$ cat config.mk
export PLATFORM = sky130hd
export DESIGN_NAME = td4_sequencer
export DESIGN_NICKNAME = d
export VERILOG_FILES = /design/src/rtl/td4_sequencer.sv
export SDC_FILE = /design/constraint.sdc
export NUM_CORES = 1
export LEC_CHECK = 0
export CAP_MARGIN = 20
export CELL_PAD_IN_SITES_DETAIL_PLACEMENT = 1
export CELL_PAD_IN_SITES_GLOBAL_PLACEMENT = 1
export CORE_MARGIN = 2
export CORE_UTILIZATION = 36
export CTS_CLUSTER_DIAMETER = 150
export CTS_CLUSTER_SIZE = 28
export DETAILED_ROUTE_END_ITERATION = 16
export PLACE_DENSITY_LB_ADDON = 0.1
export SETUP_SLACK_MARGIN = 0.5
export SYNTH_ARGS = -nofsm -noshare
export SYNTH_HDL_FRONTEND = slang
export SYNTH_SLANG_ARGS = --single-unit
$ cat constraint.sdc
create_clock -name CLK -period 4.97 [get_ports CLK]
set_input_delay 1.491 -clock CLK [delete_from_list [all_inputs] [get_ports CLK]]
set_output_delay 1.491 -clock CLK [all_outputs]
set_load 0.02 [all_outputs]
$ cat src/rtl/td4_sequencer.sv
// td4_sequencer: fetch/execute sequencer and instruction decoder for a TD4-style CPU.
// Waits FETCH_WAIT+1 cycles for the instruction ROM, latches the opcode and
// executes it in one cycle. IN instructions stall when no input data is present.
// The carry and zero flags are held here. STATE_DBG exposes the FSM state
// (0=FETCH, 1=EXEC, 2=WAIT_IN, 3=HALT).
//
// IN handshake: IN_VALID means the input port holds data. The data is consumed
// in the cycle where an IN instruction sees IN_VALID high (in EXEC or WAIT_IN).
// That cycle loads A/B from the IN source and pulses IN_ACK for exactly one
// cycle. IN_ACK is never asserted in any other cycle.
`timescale 1ns/1ps
module td4_sequencer #(
    parameter int DATA_W     = 4,
    parameter int FETCH_WAIT = 0
) (
    input  logic              CLK,
    input  logic              RESET,
    input  logic [3:0]        INSTR,
    input  logic [DATA_W-1:0] ALU_SUM,
    input  logic              ALU_CARRY,
    input  logic              IN_VALID,
    output logic              IN_ACK,
    output logic [3:0]        LOAD,
    output logic [1:0]        SELECT,
    output logic              PC_INC,
    output logic              CARRY_FLAG,
    output logic              ZERO_FLAG,
    output logic              HALTED,
    output logic [1:0]        STATE_DBG
);

    typedef enum logic [1:0] {
        ST_FETCH   = 2'd0,
        ST_EXEC    = 2'd1,
        ST_WAIT_IN = 2'd2,
        ST_HALT    = 2'd3
    } state_e;

    localparam logic [3:0] FETCH_LAST = 4'(FETCH_WAIT);

    localparam logic [3:0] OP_ADD_A  = 4'b0000;
    localparam logic [3:0] OP_MOV_AB = 4'b0001;
    localparam logic [3:0] OP_IN_A   = 4'b0010;
    localparam logic [3:0] OP_MOV_AI = 4'b0011;
    localparam logic [3:0] OP_MOV_BA = 4'b0100;
    localparam logic [3:0] OP_ADD_B  = 4'b0101;
    localparam logic [3:0] OP_IN_B   = 4'b0110;
    localparam logic [3:0] OP_MOV_BI = 4'b0111;
    localparam logic [3:0] OP_HALT   = 4'b1000;
    localparam logic [3:0] OP_OUT_B  = 4'b1001;
    localparam logic [3:0] OP_OUT_I  = 4'b1011;
    localparam logic [3:0] OP_JZ     = 4'b1100;
    localparam logic [3:0] OP_JNC    = 4'b1110;
    localparam logic [3:0] OP_JMP    = 4'b1111;

    state_e     state_q, state_d;
    logic [3:0] cnt_q, cnt_d;
    logic [3:0] ir_q, ir_d;
    logic       carry_q, carry_d;
    logic       zero_q, zero_d;
    logic       ir_is_in;
    logic [3:0] in_load;

    // IN A and IN B differ only in which register is loaded.
    assign ir_is_in = (ir_q == OP_IN_A) || (ir_q == OP_IN_B);
    assign in_load  = (ir_q == OP_IN_A) ? 4'b0001 : 4'b0010;

    assign CARRY_FLAG = carry_q;
    assign ZERO_FLAG  = zero_q;
    assign STATE_DBG  = state_q;

    // State, counter, instruction register and flag registers.
    always_ff @(posedge CLK or posedge RESET) begin
        if (RESET) begin
            state_q <= ST_FETCH;
            cnt_q   <= 4'd0;
            ir_q    <= 4'd0;
            carry_q <= 1'b0;
            zero_q  <= 1'b0;
        end else begin
            state_q <= state_d;
            cnt_q   <= cnt_d;
            ir_q    <= ir_d;
            carry_q <= carry_d;
            zero_q  <= zero_d;
        end
    end

    // Next state: fetch countdown, opcode latch, stall/halt transitions, flag capture.
    always_comb begin
        state_d = state_q;
        cnt_d   = cnt_q;
        ir_d    = ir_q;
        carry_d = carry_q;
        zero_d  = zero_q;
        unique case (state_q)
            ST_FETCH: begin
                if (cnt_q == FETCH_LAST) begin
                    ir_d    = INSTR;
                    cnt_d   = 4'd0;
                    state_d = ST_EXEC;
                end else begin
                    cnt_d = cnt_q + 4'd1;
                end
            end
            ST_EXEC: begin
                if (ir_q == OP_HALT) begin
                    state_d = ST_HALT;
                end else if (ir_is_in && !IN_VALID) begin
                    state_d = ST_WAIT_IN;
                end else begin
                    state_d = ST_FETCH;
                end
            end
            ST_WAIT_IN: begin
                if (IN_VALID) begin
                    state_d = ST_FETCH;
                end
            end
            ST_HALT: begin
                state_d = ST_HALT;
            end
        endcase
        // Flags follow any cycle that writes A, B or OUT; LOAD is only nonzero
        // in EXEC or WAIT_IN, so no state qualifier is needed.
        if (LOAD[2:0] != 3'b000) begin
            carry_d = ALU_CARRY;
            zero_d  = (ALU_SUM == '0);
        end
    end

    // Outputs: decoded from IR in EXEC, IN completion in WAIT_IN, quiet otherwise.
    always_comb begin
        LOAD   = 4'b0000;
        SELECT = 2'b00;
        PC_INC = 1'b0;
        IN_ACK = 1'b0;
        HALTED = 1'b0;
        unique case (state_q)
            ST_FETCH: begin
                PC_INC = 1'b0;
            end
            ST_EXEC: begin
                PC_INC = 1'b1;
                case (ir_q)
                    OP_ADD_A:  begin LOAD = 4'b0001; SELECT = 2'b00; end
                    OP_ADD_B:  begin LOAD = 4'b0010; SELECT = 2'b01; end
                    OP_MOV_AI: begin LOAD = 4'b0001; SELECT = 2'b11; end
                    OP_MOV_BI: begin LOAD = 4'b0010; SELECT = 2'b11; end
                    OP_MOV_AB: begin LOAD = 4'b0001; SELECT = 2'b01; end
                    OP_MOV_BA: begin LOAD = 4'b0010; SELECT = 2'b00; end
                    OP_OUT_B:  begin LOAD = 4'b0100; SELECT = 2'b01; end
                    OP_OUT_I:  begin LOAD = 4'b0100; SELECT = 2'b11; end
                    OP_JMP: begin
                        SELECT = 2'b11;
                        LOAD   = 4'b1000;
                        PC_INC = 1'b0;
                    end
                    OP_JNC: begin
                        SELECT = 2'b11;
                        if (!carry_q) begin
                            LOAD   = 4'b1000;
                            PC_INC = 1'b0;
                        end
                    end
                    OP_JZ: begin
                        SELECT = 2'b11;
                        if (zero_q) begin
                            LOAD   = 4'b1000;
                            PC_INC = 1'b0;
                        end
                    end
                    OP_HALT: begin
                        PC_INC = 1'b0;
                    end
                    OP_IN_A, OP_IN_B: begin
                        SELECT = 2'b10;
                        if (IN_VALID) begin
                            LOAD   = in_load;
                            IN_ACK = 1'b1;
                        end else begin
                            PC_INC = 1'b0;
                        end
                    end
                    default: begin
                        // NOP (1010) and reserved (1101) only advance the PC.
                        LOAD = 4'b0000;
                    end
                endcase
            end
            ST_WAIT_IN: begin
                SELECT = 2'b10;
                if (IN_VALID) begin
                    LOAD   = in_load;
                    IN_ACK = 1'b1;
                    PC_INC = 1'b1;
                end
            end
            ST_HALT: begin
                HALTED = 1'b1;
            end
        endcase
    end

endmodule

==> impl_metrics.csv, run 1 <==
group,metric,value,unit
grt,grt_pass1_vias,709,
grt,grt_max_degree,13,
clocking,ctsHoldBuffers,0,
synthesis,ys_types,36,
clocking,numCtsBuffers,3,
timing,rsz0062_at_grt,"yes",
setup_path,cp_max_fo,7,
setup_path,cp_data_required_time,3480,ps
cells_and_area,layout.cells.most_common_list,"clkdlybuf4s50_1, dfrtp_1, inv_1",
cells_and_area,fillers,253,
clocking,clock-sinks,12,
hold_path,min_path_type,"flop to flop",
die,die_w,51.8,um
synthesis,synth_area,822,um2
timing,skew,2.64,ps
power,sw_frac_of_total,46.3,%
route,antenna_left,0,
setup_path,crit_type,"input port to output port",
die,die_h,51.8,um
synthesis,ys_warn_count,0,
cells_and_area,drive_above_1_share,9.48,%
clocking,cts_root_buf,"clkbuf_4",
timing,finalSetupTns,0,ps
clocking,cts_buffer_depth,2,
placement,place_congestion,0.764,
route,post_drt_wl_per_cell,13.2,um
timing,relSlewSlack,71.1,%
grt,grt_first_pass_wirelength,3170,um
power,finalPower,0.000657,W
power,p_clk_share,11.2,%
die,die-area,0.00268,mm2
timing,fin_crit_sh,88.4,%
route,drt_iter0_markers,12,
cells_and_area,num_antenna_cells,0,
setup_path,crit_path_start_kind,"input port",
grt,grtUsageTotal,15.9,%
grt,overflow,0,
cells_and_area,seq_area,300,um2
clocking,tritoncts,"yes",
route,dr.pass1.iters,4,
timing,max_freq,0.228,GHz
clocking,insertion_delay,260,ps
power,p_comb_share,60.9,%
power,p_sw,0.000304,W
power,internal-power,0.000353,W
synthesis,syn_nets,109,
cells_and_area,fin_area,0.00112,mm2
placement,hpwl,1530,um
cells_and_area,syn_to_final_growth,36.1,%
setup_path,cp.arrival,2900,ps
cells_and_area,final_common_cell,"clkdlybuf4s50_1",
synthesis,ys_seq_area_share,36.5,%
grt,antenna_found_initial,0,
placement,portBuffers,24,
timing,whs,482,ps
setup_path,cp-end-kind,"output port",
cells_and_area,multiInputGateArea,468,um2
die,rows,17,
power,seqPwrFrac,27.9,%
flow_run,maxCapViolCount,0,
timing,drv_slew,0,
timing,finalHoldViolCount,0,
clocking,htree_num_levels,1,
placement,place_inst,140,
route,vias_per_cell,5.17,
route,drc_errors,0,
clocking,clkTransAtPathRegs,70,ps
route,wl,1900,um
synthesis,ys_ff_latch,12,
synthesis,postSynthAreaPerCell,9.03,um2
run_status,outcome,"finished, final reports clean",
die,core,0.00219,mm2
timing,setup_viol,0,
timing,fin_crit,4390,ps
die,ios,25,
placement,place_area,0.00108,mm2
power,p_per_area,587,mW/mm2
route,vias,744,
synthesis,synthesis.instances,91,
power,p_leak,0.510,nW
timing,tightest_slew,433,ps
cells_and_area,instances_no_fill,144,
cells_and_area,layout.nets,135,
power,ir_drop,0.280,mV
die,start_util,37.5,%
## final timing paths
| kind | startpoint | endpoint | slack (ps) | cells past startpoint |
|---|---|---|---|---|
| max in group asynchronous | RESET | STATE_DBG[0]$_DFFE_PP0P_ | 3150 | 2 |
| worst min register to register | cnt_q[3]$_DFFE_PP0P_ | cnt_q[3]$_DFFE_PP0P_ | 480 | 1 |
| min in group asynchronous | RESET | ZERO_FLAG$_DFFE_PP0P_ | 1520 | 2 |
| worst min-delay path | cnt_q[3]$_DFFE_PP0P_ | cnt_q[3]$_DFFE_PP0P_ | 480 | 1 |
| worst max-delay path | IN_VALID | LOAD[0] | 580 | 6 |
| worst max register to register | STATE_DBG[0]$_DFFE_PP0P_ | CARRY_FLAG$_DFFE_PP0P_ | 3170 | 6 |
## kinds of logic after synthesis
logic type | count (synthesis) | synth area share, %
AND/OR/NAND/NOR | 33 | 23.9
multiplexers | 4 | 5.33
flip-flops | 12 | 36.5
AO/OA/AOI/OAI | 22 | 17.5
adder cells (fa/ha/maj) | 6 | 9.13
XOR/XNOR | 1 | 1.07
buffers and inverters | 13 | 6.54
## power groups by stage
stage | sequential [W] | clock (W) | combinational [W]
final | 0.000183 | 0.0000737 | 0.000400
after CTS | 0.000185 | 0.0000780 | 0.000408
after global routing | 0.000191 | 0.0000819 | 0.000444
after global placement | 0.000184 | 0 | 0.000403
after floorplan | 0.000184 | 0 | 0.000269
after detailed placement | 0.000187 | 0 | 0.000407
## worst max-delay path: stages
cell and delay, ps:
clkdlybuf4s15_1 290, nor3b_2 260, nor3_1 80, a41oi_1 180, nor2_1 60, clkdlybuf4s50_1 540
## sequential cells by signal, indices dropped and copies added (netlist names)
register	count
CARRY_FLAG	1
STATE_DBG	2
ZERO_FLAG	1
cnt_q	4
ir_q	4
## per-layer routing
| metal | part of all wire, % | up-vias | wire (um) | track usage [%] |
|---|---|---|---|---|
| met3 | 2.5 | 2 | 48 | 0.862 |
| met5 | 0 | - | 0 | 0 |
| met1 | 48 | 354 | 915 | 20.1 |
| met4 | 0.47 | 0 | 9 | 6.58 |
| li1 | - | 377 | - | - |
| met2 | 49 | 11 | 927 | 28.0 |
## stage by stage
| stage | setup slack [ps] | utilization, % |
|---|---|---|
| floorplan | 1360 | - |
| global placement | 273 | 49.3 |
| detailed placement | 197 | 49.3 |
| CTS | 560 | 50.9 |
| global route | 455 | 51.1 |
| finish | 575 | 51.1 |
## cell usage after synthesis
library cell	n	area (um2)
o21ai_0	7	35.0
a31oi_1	3	18.8
nor3b_1	2	15.0
a21oi_1	5	25.0
nor3_2	1	10.0
nor3_1	4	20.0
mux2i_1	1	10.0
mux2_1	2	22.5
nand2_2	1	6.26
buf_2	1	5.00
mux2_2	1	11.3
o32ai_1	1	8.76
clkbuf_1	1	3.75
nor4_1	1	6.26
a211oi_1	1	7.51
nor3b_2	1	12.5
dfrtp_1	12	300
nor2_1	2	7.51
o32a_1	1	10.0
nand2_1	8	30.0
and2_1	1	6.26
o31ai_2	1	12.5
nor2_2	1	6.26
a41oi_1	1	8.76
ha_1	6	75.1
nand4_1	2	12.5
nor3_4	1	16.3
nand3_1	4	20.0
a21o_1	1	7.51
a41o_1	1	10.0
inv_1	10	37.5
buf_4	1	7.51
and2b_1	1	7.51
or4_1	1	7.51
xnor2_1	1	8.76
nor2b_1	2	12.5
## area by class of cell
| cell class | instances | share of cell area (%) |
|---|---|---|
| flip-flops and latches | 12 | 26.8 |
| multi-input cells | 66 | 41.8 |
| inverters | 10 | 3.36 |
| repair buffers | 24 | 21.6 |
| well taps | 28 | 3.13 |
| clock buffers | 4 | 3.24 |
## timing repair
action / 4_1_cts / 5_1_grt
endpoints found under the setup margin: 4 / 2
gates resized for setup: 2 / 2
buffers inserted: 0 / 0
(Power assumes the default switching activity.)
==> run 2: changes to the inputs <==
--- a/config.mk
+++ b/config.mk
@@ -8,8 +8,9 @@
 export CAP_MARGIN = 20
 export CELL_PAD_IN_SITES_DETAIL_PLACEMENT = 1
 export CELL_PAD_IN_SITES_GLOBAL_PLACEMENT = 1
+export CORE_ASPECT_RATIO = 1.5
 export CORE_MARGIN = 2
-export CORE_UTILIZATION = 36
+export CORE_UTILIZATION = 33
 export CTS_CLUSTER_DIAMETER = 150
 export CTS_CLUSTER_SIZE = 28
 export DETAILED_ROUTE_END_ITERATION = 16
==> constraint.sdc (replaced) <==
create_clock -name CLK -period 5 [get_ports CLK]
set_input_delay 1.5 -clock CLK [delete_from_list [all_inputs] [get_ports CLK]]
set_output_delay 1.5 -clock CLK [all_outputs]
set_load 0.02 [all_outputs]
==> run 2 against run 1 <==
Against the previous run:
- critical path depth did not move
- final cell count fell by 2.1%
- register-to-register slack got worse by 50 ps
- highest routed layer unchanged
- die area rose by 8.7%
- global-route usage rose by 0.98 points
- routed wire length rose by 7.6%
- total power rose by 1.2%
- clock skew rose by 6.2 ps
- count of clock-buffer cells in the layout did not move
- via count rose by 4.8%
- clock power rose by 3.5%
==> impl_metrics.csv, run 2 (same netlist as run 1, synthesis figures left out) <==
group,metric,value,unit
setup_path,cp-end-kind,"output port",
setup_path,crit_path_start,"IN_VALID",
cells_and_area,fillers,305,
hold_path,min_path_type,"flop to flop",
clocking,cts_buffer_depth,2,
timing,max_freq,0.237,GHz
grt,grt_pass1_vias,803,
timing,relSlewSlack,69.6,%
setup_path,cp_max_fo,7,
timing,skew,8.80,ps
die,die_w,44.8,um
clocking,cts_root_buf,"clkbuf_4",
power,p_leak,0.515,nW
timing,drv_slew,0,
setup_path,r2r_end,"CARRY_FLAG$_DFFE_PP0P_",
grt,antenna_found_initial,0,
timing,setup_viol,0,
placement,portBuffers,24,
route,vias_per_cell,5.53,
power,ir_drop,0.270,mV
route,drc_errors,0,
grt,grtUsageTotal,16.9,%
die,rows,22,
die,start_util,34.3,%
die,core,0.00239,mm2
clocking,insertion_delay,270,ps
cells_and_area,layout.cells.most_common_list,"clkdlybuf4s50_1, dfrtp_1, inv_1",
clocking,clock-sinks,12,
route,vias,780,
cells_and_area,syn_to_final_growth,35.8,%
die,die_h,65.1,um
setup_path,cp_data_required_time,3500,ps
timing,fin_crit,4210,ps
route,post_drt_wl_per_cell,14.5,um
cells_and_area,drive_above_1_share,11.1,%
grt,grt_max_degree,13,
route,dr.pass1.iters,4,
die,ios,25,
clocking,clkTransAtPathRegs,70,ps
setup_path,r2r_cells,6,
clocking,numCtsBuffers,3,
timing,finalSetupTns,0,ps
grt,overflow,0,
setup_path,rrSetupSlack,3120,ps
placement,place_congestion,0.788,
route,drt_iter0_markers,11,
hold_path,min_path_cells,1,
clocking,htree_num_levels,1,
power,p_per_area,596,mW/mm2
flow_run,maxCapViolCount,0,
cells_and_area,num_antenna_cells,0,
power,finalPower,0.000665,W
setup_path,crit_type,"input port to output port",
timing,finalHoldViolCount,0,
timing,fin_crit_sh,84.2,%
clocking,tritoncts,"yes",
grt,grt_first_pass_wirelength,3670,um
route,wl,2040,um
setup_path,crit_path_start_kind,"input port",
hold_path,hp-start,"cnt_q[3]$_DFFE_PP0P_",
hold_path,min_to,"cnt_q[3]$_DFFE_PP0P_",
setup_path,cp.arrival,2710,ps
cells_and_area,final_common_cell,"clkdlybuf4s50_1",
route,antenna_left,0,
timing,tightest_slew,456,ps
placement,hpwl,1700,um
cells_and_area,layout.nets,136,
run_status,outcome,"finished, final reports clean",
die,die-area,0.00291,mm2
timing,rsz0062_at_grt,"no",
setup_path,r2r-start,"STATE_DBG[0]$_DFFE_PP0P_",
run 2: cell count changes in the layout (fill, tap and decap cells not counted), sizes merged:
cell / before / now
buf: 0 / 1
clkbuf: 4 / 5
clkdlybuf4s15: 1 / 0
run 2: power breakdown:
part           internal, W  total [W]  switching [W]  leakage (nW)
logic             0.000180   0.000406       0.000227         0.339
registers         0.000129   0.000183      0.0000533         0.155
clock network    0.0000442  0.0000763      0.0000320        0.0210
run 2: metal layers:
layer / vias up / wire (um) / GRT usage (%)
li1: 375 / - / -
met3: 2 / 40 / 0.824
met4: 0 / 21 / 7.95
met1: 393 / 806 / 19.2
met2: 10 / 1180 / 30.6
met5: - / 0 / 0
run 2: per-stage QoR:
step           instances  hold WS [ps]  cell area [um2]  worst slack (ps)  utilization (%)
5_1_grt              141           511             1120               671             46.6
3_5_place_dp         136           475             1080               217             44.9
3_3_place_gp         136           465             1080               289             44.9
4_1_cts              140           490             1110               562             46.3
6_report             141           488             1120               789             46.6
2_1_floorplan         91           447              822              1380                -
run 2: worst max path at each step:
stage	to	slack, ps
floorplan	LOAD[1]	1380
global placement	LOAD[1]	290
detailed placement	LOAD[1]	220
CTS	LOAD[0]	560
global route	LOAD[0]	670
finish	LOAD[0]	790
run 2: cell type report:
class                   instances  area, um2  area share [%]
well taps                      24       30.0            2.69
flip-flops and latches         12        300            26.9
repair buffers                 25        244            21.9
multi-input cells              66        468            41.9
inverters                      10       37.5            3.36
clock buffers                   4       36.3            3.25
run 2: worst max-delay path, cell delays in order:
cell and delay, ps:
clkbuf_2 140, nor3b_2 220, nor3_1 70, a41oi_1 170
nor2_1 60, clkdlybuf4s50_1 540
run 2: what timing repair did:
action,CTS,global route
buffers inserted,0,1
setup endpoints to repair,4,2
resized for setup,2,3
pin swaps,0,1
hold buffers,0,0
hold endpoints to repair,0,0
